<file path="config.mk">
export PLATFORM = sky130hd
export DESIGN_NAME = freq_meter_mc
export DESIGN_NICKNAME = d
export VERILOG_FILES = /design/src/rtl/freq_meter_mc.sv
export SDC_FILE = /design/constraint.sdc
export NUM_CORES = 1
export LEC_CHECK = 0
export BUFFER_PORTS_ARGS = -buffer_cell sky130_fd_sc_hd__clkbuf_2
export CAP_MARGIN = 20
export CORE_ASPECT_RATIO = 0.75
export CORE_MARGIN = 2
export CORE_UTILIZATION = 36
export DETAILED_ROUTE_END_ITERATION = 8
export MAX_ROUTING_LAYER = met4
export PLACE_DENSITY = 0.53
export SETUP_SLACK_MARGIN = 0.5
export SYNTH_ARGS = -nofsm -noshare
export SYNTH_HDL_FRONTEND = slang
export SYNTH_SLANG_ARGS = --single-unit
</file>
<file path="constraint.sdc">
create_clock -name clk -period 11.8 [get_ports clk]
set_input_delay 0.59 -clock clk [delete_from_list [all_inputs] [get_ports clk]]
set_output_delay 0.59 -clock clk [all_outputs]
set_load 0.005 [all_outputs]
</file>
<file path="src/rtl/freq_meter_mc.sv">
// freq_meter_mc: multi-channel gated event counter with saturation flags.
// Define FREQ_METER_EDGE_DETECT_EN to count rising edges of ce instead of levels.
module freq_meter_mc #(
  parameter int WIDTH       = 16,
  parameter int CHANNELS    = 4,
  parameter int GATE_CYCLES = 1000,
  parameter int EXT_GATE    = 0
) (
  input  logic                      clk,
  input  logic                      rst,
  input  logic [CHANNELS-1:0]       ce,
  input  logic                      ovf,
  output logic [CHANNELS*WIDTH-1:0] freq,
  output logic [CHANNELS-1:0]       sat,
  output logic                      valid
);

  localparam int GW = (GATE_CYCLES > 1) ? $clog2(GATE_CYCLES) : 1;
  localparam logic [GW-1:0] GLAST = GW'(GATE_CYCLES - 1);
  localparam logic [WIDTH-1:0] MAX = '1;

  logic [GW-1:0]       r_gcnt;
  logic                w_gate;
  logic [CHANNELS-1:0] w_ev;
  logic [WIDTH-1:0]    r_cnt  [CHANNELS];
  logic [WIDTH-1:0]    w_next [CHANNELS];

  always_ff @(posedge clk or posedge rst) begin
    if (rst) begin
      r_gcnt <= '0;
    end else if (r_gcnt == GLAST) begin
      r_gcnt <= '0;
    end else begin
      r_gcnt <= r_gcnt + 1'b1;
    end
  end

  assign w_gate = (EXT_GATE != 0) ? ovf : (r_gcnt == GLAST);

`ifdef FREQ_METER_EDGE_DETECT_EN
  logic [CHANNELS-1:0] r_ce_q;

  always_ff @(posedge clk or posedge rst) begin
    if (rst) begin
      r_ce_q <= '0;
    end else begin
      r_ce_q <= ce;
    end
  end

  assign w_ev = ce & ~r_ce_q;
`else
  assign w_ev = ce;
`endif

  // Saturating increment; the gate-cycle event still belongs to the closing window.
  always_comb begin
    for (int i = 0; i < CHANNELS; i++) begin
      w_next[i] = r_cnt[i];
      if (r_cnt[i] != MAX) begin
        w_next[i] = r_cnt[i] + WIDTH'(w_ev[i]);
      end
    end
  end

  always_ff @(posedge clk or posedge rst) begin
    if (rst) begin
      for (int i = 0; i < CHANNELS; i++) begin
        r_cnt[i] <= '0;
      end
      freq  <= '0;
      sat   <= '0;
      valid <= 1'b0;
    end else begin
      valid <= w_gate;
      for (int i = 0; i < CHANNELS; i++) begin
        if (w_gate) begin
          r_cnt[i]               <= '0;
          freq[i*WIDTH +: WIDTH] <= w_next[i];
          sat[i]                 <= (w_next[i] == MAX);
        end else begin
          r_cnt[i] <= w_next[i];
        end
      end
    end
  end

endmodule

</file>
# Word-level counts from Yosys, hierarchy flattened
# Index checks and enable logic that the tools add are counted.
dict set report totals {
  register_bits 143
  inputBits 7
  out_inout_bits 69
}
dict set report op_classes {
  addsub 5
  eq_ne 9
  mux 9
}
# operator count
set ops {}
lappend ops {{$mux W16} 8}
lappend ops {{$add A16 B1 Y16} 4}
lappend ops {{$eq A16 B16 Y1 const B} 4}
lappend ops {{$ne A16 B16 Y1 const B} 4}
lappend ops {{$add A10 B1 Y10 const B} 1}
lappend ops {{$eq A10 B10 Y1 const B} 1}
lappend ops {{$mux W10} 1}

# Logic depth before layout (Yosys ltp)
dict set report logic_depth {
  ltp_word 3
  depth_mapped 9
}

# Worst setup path after synthesis
# Ideal clock, no wire load.
dict set report synth_timing {
  kind {input -> register}
  from {in ce[1]}
  to {reg sat[1]}
  t_arrival_ns 2.767
  required_time_ns 11.708
  path_slack_ns 8.942
  cell_stages 8
  path_cell_list {ha_1 ha_1 and3_1 nand3_2 or4_1 xor2_1 or4b_1 o31ai_2}
}
dict set report synth_via {
  elab_chain_len 3
}
# item line
set synth_lines {}
lappend synth_lines {{start: declaration} 11} ;# input logic [CHANNELS-1:0] ce,
lappend synth_lines {{$add A16 B1 Y16} 61} ;# w_next[i] = r_cnt[i] + WIDTH'(w_ev[i]);
lappend synth_lines {{$mux W16} 60} ;# if (r_cnt[i] != MAX) begin
lappend synth_lines {{$eq A16 B16 Y1} 80} ;# sat[i] <= (w_next[i] == MAX);
lappend synth_lines {{end signal: indexed assignment} 80}
lappend synth_lines {{end: declaration} 14} ;# output logic [CHANNELS-1:0] sat,
# No other way between the ends.
# A chain may end at the register's enable or synchronous reset.

# Final worst setup path
dict set report layout_timing {
  from {reg r_gcnt[0]}
  to {reg sat[3]}
}
dict set report layout_via {
  elab_chain_len 1
}
# item line
set layout_lines {}
lappend layout_lines {{start: declaration} 22} ;# logic [GW-1:0] r_gcnt;
lappend layout_lines {{start signal: assignment} 34} ;# r_gcnt <= r_gcnt + 1'b1;
lappend layout_lines {{$eq A10 B10 Y1} 38} ;# assign w_gate = (EXT_GATE != 0) ? ovf : (r_gcnt == GLAST);
# No other way between the ends.

==> impl_metrics.csv <==
group,metric,value,unit
drt,antenna_left,0,
final_layout,drive_gt1_share,15.9,%
place,dpl_cell_area,7210,µm²
timing,setup_tns,0,ns
drt,wl_met1,7.77,mm
job,drv_cap,0,
outcome,outcome,"completed",
timing,rsz0062_at_grt,"no",
synth,synthMuxAreaShare,0.151,%
clock_tree,clock_latency,0.42,ns
critical_path,start_kind,"flip-flop",
global_routing,globalRouteOverflowTotal,0,
clock_tree,postCtsHoldBufs,0,
place,port_buffers,74,
synth,synthXorXnorAreaFrac,7.12,%
critical_path,critPathKind,"flip-flop to flip-flop",
drt,wirelength,15.0,mm
drt,wl_met3,555,µm
timing,hold_viol,0,
synth,synth_top_family_by_area,"simple AND/OR/NAND/NOR gates",
clock_tree,cts_max_level,4,
synth,ys_ff_latch,143,
drt,drc,0,
global_routing,grt_pass1_vias,5097,
synth,yosys.area_share.simple,24.2,%
drt,highest_layer,"met4",
final_layout,syn2layout_area_growth,17.5,%
clock_tree,cts_setup_buffers,0,
place,hpwl,10.1,mm
timing,tightest_slew,0.960,ns
drt,vias,5174,
clock_tree,path_clk_slew,0.07,ns
drt,dr.pass1.iters,5,
synth,yosys.cell_types.count,54,
synth,synth.area.top_cells,"dfrtp_1, o21ai_0, nor2_1",
timing,setup_violations,0,
hold_path,hold_path.class,"input pin to async pin",
floorplanning,pin_count,76,
critical_path,crit_path_end_kind,"flip-flop",
critical_path,required,12.13,ns
clock_tree,root_buffer,"clkbuf_16",
synth,yosys_warnings,0,
final_layout,fin_area,7800,µm²
global_routing,grt_first_pass_wirelength,25.8,mm
power,ir_drop,73.3,µV
drt,drt-initial-drc-count,441,
floorplanning,coreArea,17900,µm²
floorplanning,row_count,42,
synth,yosysTopAreaCellShare,53.9,%
global_routing,grt_max_degree,80,
timing,timing.fmax,0.289,GHz
drt,vias_per_cell,5.09,
clock_tree,cts_buffers,17,
drt,wl_per_cell,14.7,µm
clock_tree,cts_tree,"built",
synth,synth_compound_area_share,9.87,%
synth,yosysTopAreaCell,"dfrtp_1",
floorplanning,die_area,19600,µm²
power,power.density,172,nW/µm²
place,gp_congestion,0.873,
synth,synth_nets,717,
timing,finalCriticalPeriod,3.46,ns
global_routing,grt_antenna_before_repair,0,
drt,met2_length,6.55,mm
synth,synth-adder-area-share,2.26,%
floorplanning,die_x,161,µm
power,p_leak,3.52,nW
synth,ys_seq_area_share,53.9,%
power,power,1.34,mW
timing,finalCritPeriodShare,29.3,%
timing,relSlewSlack,36.0,%
clock_tree,cts.path.max_buffers,2,
synth,postSynth.asyncResetShare,100,%
floorplanning,die_h,122,µm
critical_path,worst_ep_arrival_time,3.79,ns
floorplanning,initial_utilization,37.2,%
timing,maxSlewViolCount,0,
final_layout,fillers,1803,
synth,ys.flop_type,"dfrtp_1",
clock_tree,cts.sinks,143,
synth,synthTopCellsByCount,"dfrtp_1, nor2_1, nand2_1, o21ai_0, nand3_1",
final_layout,antenna_cells,0,
final_layout,nets,781,
synth,postSynthAreaPerCell,9.51,µm²
global_routing,grt_usage,17.1,%
critical_path,critPathMaxFanout,79,
timing,skew,0.0128,ns
synth,syn-cell-area,6640,µm²
synth,synthCells,698,
synth,synth_edf_count,0,
synth,synthMostInstantiatedCell,"dfrtp_1",
clock_tree,ctsResizeCount,0,
==> area by class of cell <==
| class | count | area [µm²] | share of cell area [%] |
|---|---|---|---|
| timing repair buffer | 77 | 393 | 5.04 |
| clock inverter | 13 | 139 | 1.78 |
| sequential | 143 | 3580 | 45.9 |
| clock buffer | 19 | 453 | 5.81 |
| inverter | 8 | 35.0 | 0.449 |
| multi-input combinational | 515 | 2900 | 37.2 |
| tap | 242 | 303 | 3.88 |
==> stage by stage <==
step / util [%] / hold slack, ns / cells / setup WS [ns]
finish: 43.7 / 0.226 / 1017 / 8.34
CTS: 43.7 / 0.256 / 1017 / 8.26
global route: 43.7 / 0.296 / 1017 / 7.91
detailed placement: 40.4 / 0.471 / 985 / 8.25
global placement: 40.4 / 0.462 / 985 / 8.38
floorplan: - / 0.445 / 698 / 7.37
==> layout by cell type, fill, tap and decap left out, drive strengths merged, types with 5 or more instances in the layout <==
cell | Yosys | layout
nor2 | 99 | 99
dfrtp | 143 | 143
o211ai | 5 | 5
o21ai | 85 | 85
o31ai | 5 | 5
clkinv | 1 | 5
inv | 7 | 9
nor3 | 9 | 9
a31oi | 8 | 8
nor4 | 13 | 13
or4 | 6 | 6
and3 | 11 | 11
xnor2 | 21 | 21
ha | 12 | 12
nand4 | 26 | 26
clkbuf | 24 | 93
xor2 | 33 | 33
nand2 | 101 | 101
nand3 | 36 | 36
clkinvlp | 0 | 5
==> worst paths after layout <==
check                           from  slack [ns]  depth (start not counted)        end
max                        r_gcnt[0]        8.34                          9     sat[3]
min                              rst        0.23                          2   freq[16]
max reg2reg                r_gcnt[0]        8.34                          9     sat[3]
min reg2reg                 freq[40]        0.47                          2   freq[40]
max in group asynchronous        rst       10.15                          3  r_cnt[10]
min in group clk            freq[40]        0.47                          2   freq[40]
==> where the power goes <==
part	switching [mW]	internal [mW]	total [mW]
sequential	0.0789	0.538	0.617
combinational	0.115	0.0741	0.189
clock	0.215	0.322	0.538
total	0.409	0.935	1.34
==> worst max-delay path, stage by stage, from the launching register on <==
cell and delay (ns):
dfrtp_1 0.38, ha_1 0.21, nand4b_1 0.11, nor3b_1 0.53
nand2b_4 0.44, buf_4 0.49, inv_2 0.13, buf_4 0.62
nand4_1 0.18, o31ai_1 0.26
==> logic make-up after synthesis <==
| group | Yosys count |
|---|---|
| buffers and inverters | 40 |
| AND/OR/NAND/NOR | 332 |
| adder cells (fa/ha/maj) | 12 |
| XOR/XNOR | 54 |
| AO/OA/AOI/OAI | 116 |
| multiplexers | 1 |
| flip-flops | 143 |
==> state kept, by name, summed over array words and instances (netlist names) <==
name	flops
freq	64
r_cnt	64
r_gcnt	10
sat	4
valid	1
==> routing by layer <==
metal  GRT usage [%]  vias to the layer above
met5               -                        -
met4            4.97                        0
li1                -                     2551
met2            24.1                      115
met1            24.3                     2502
met3            4.22                        6
No activity file was read; power rests on OpenSTA's default activity.
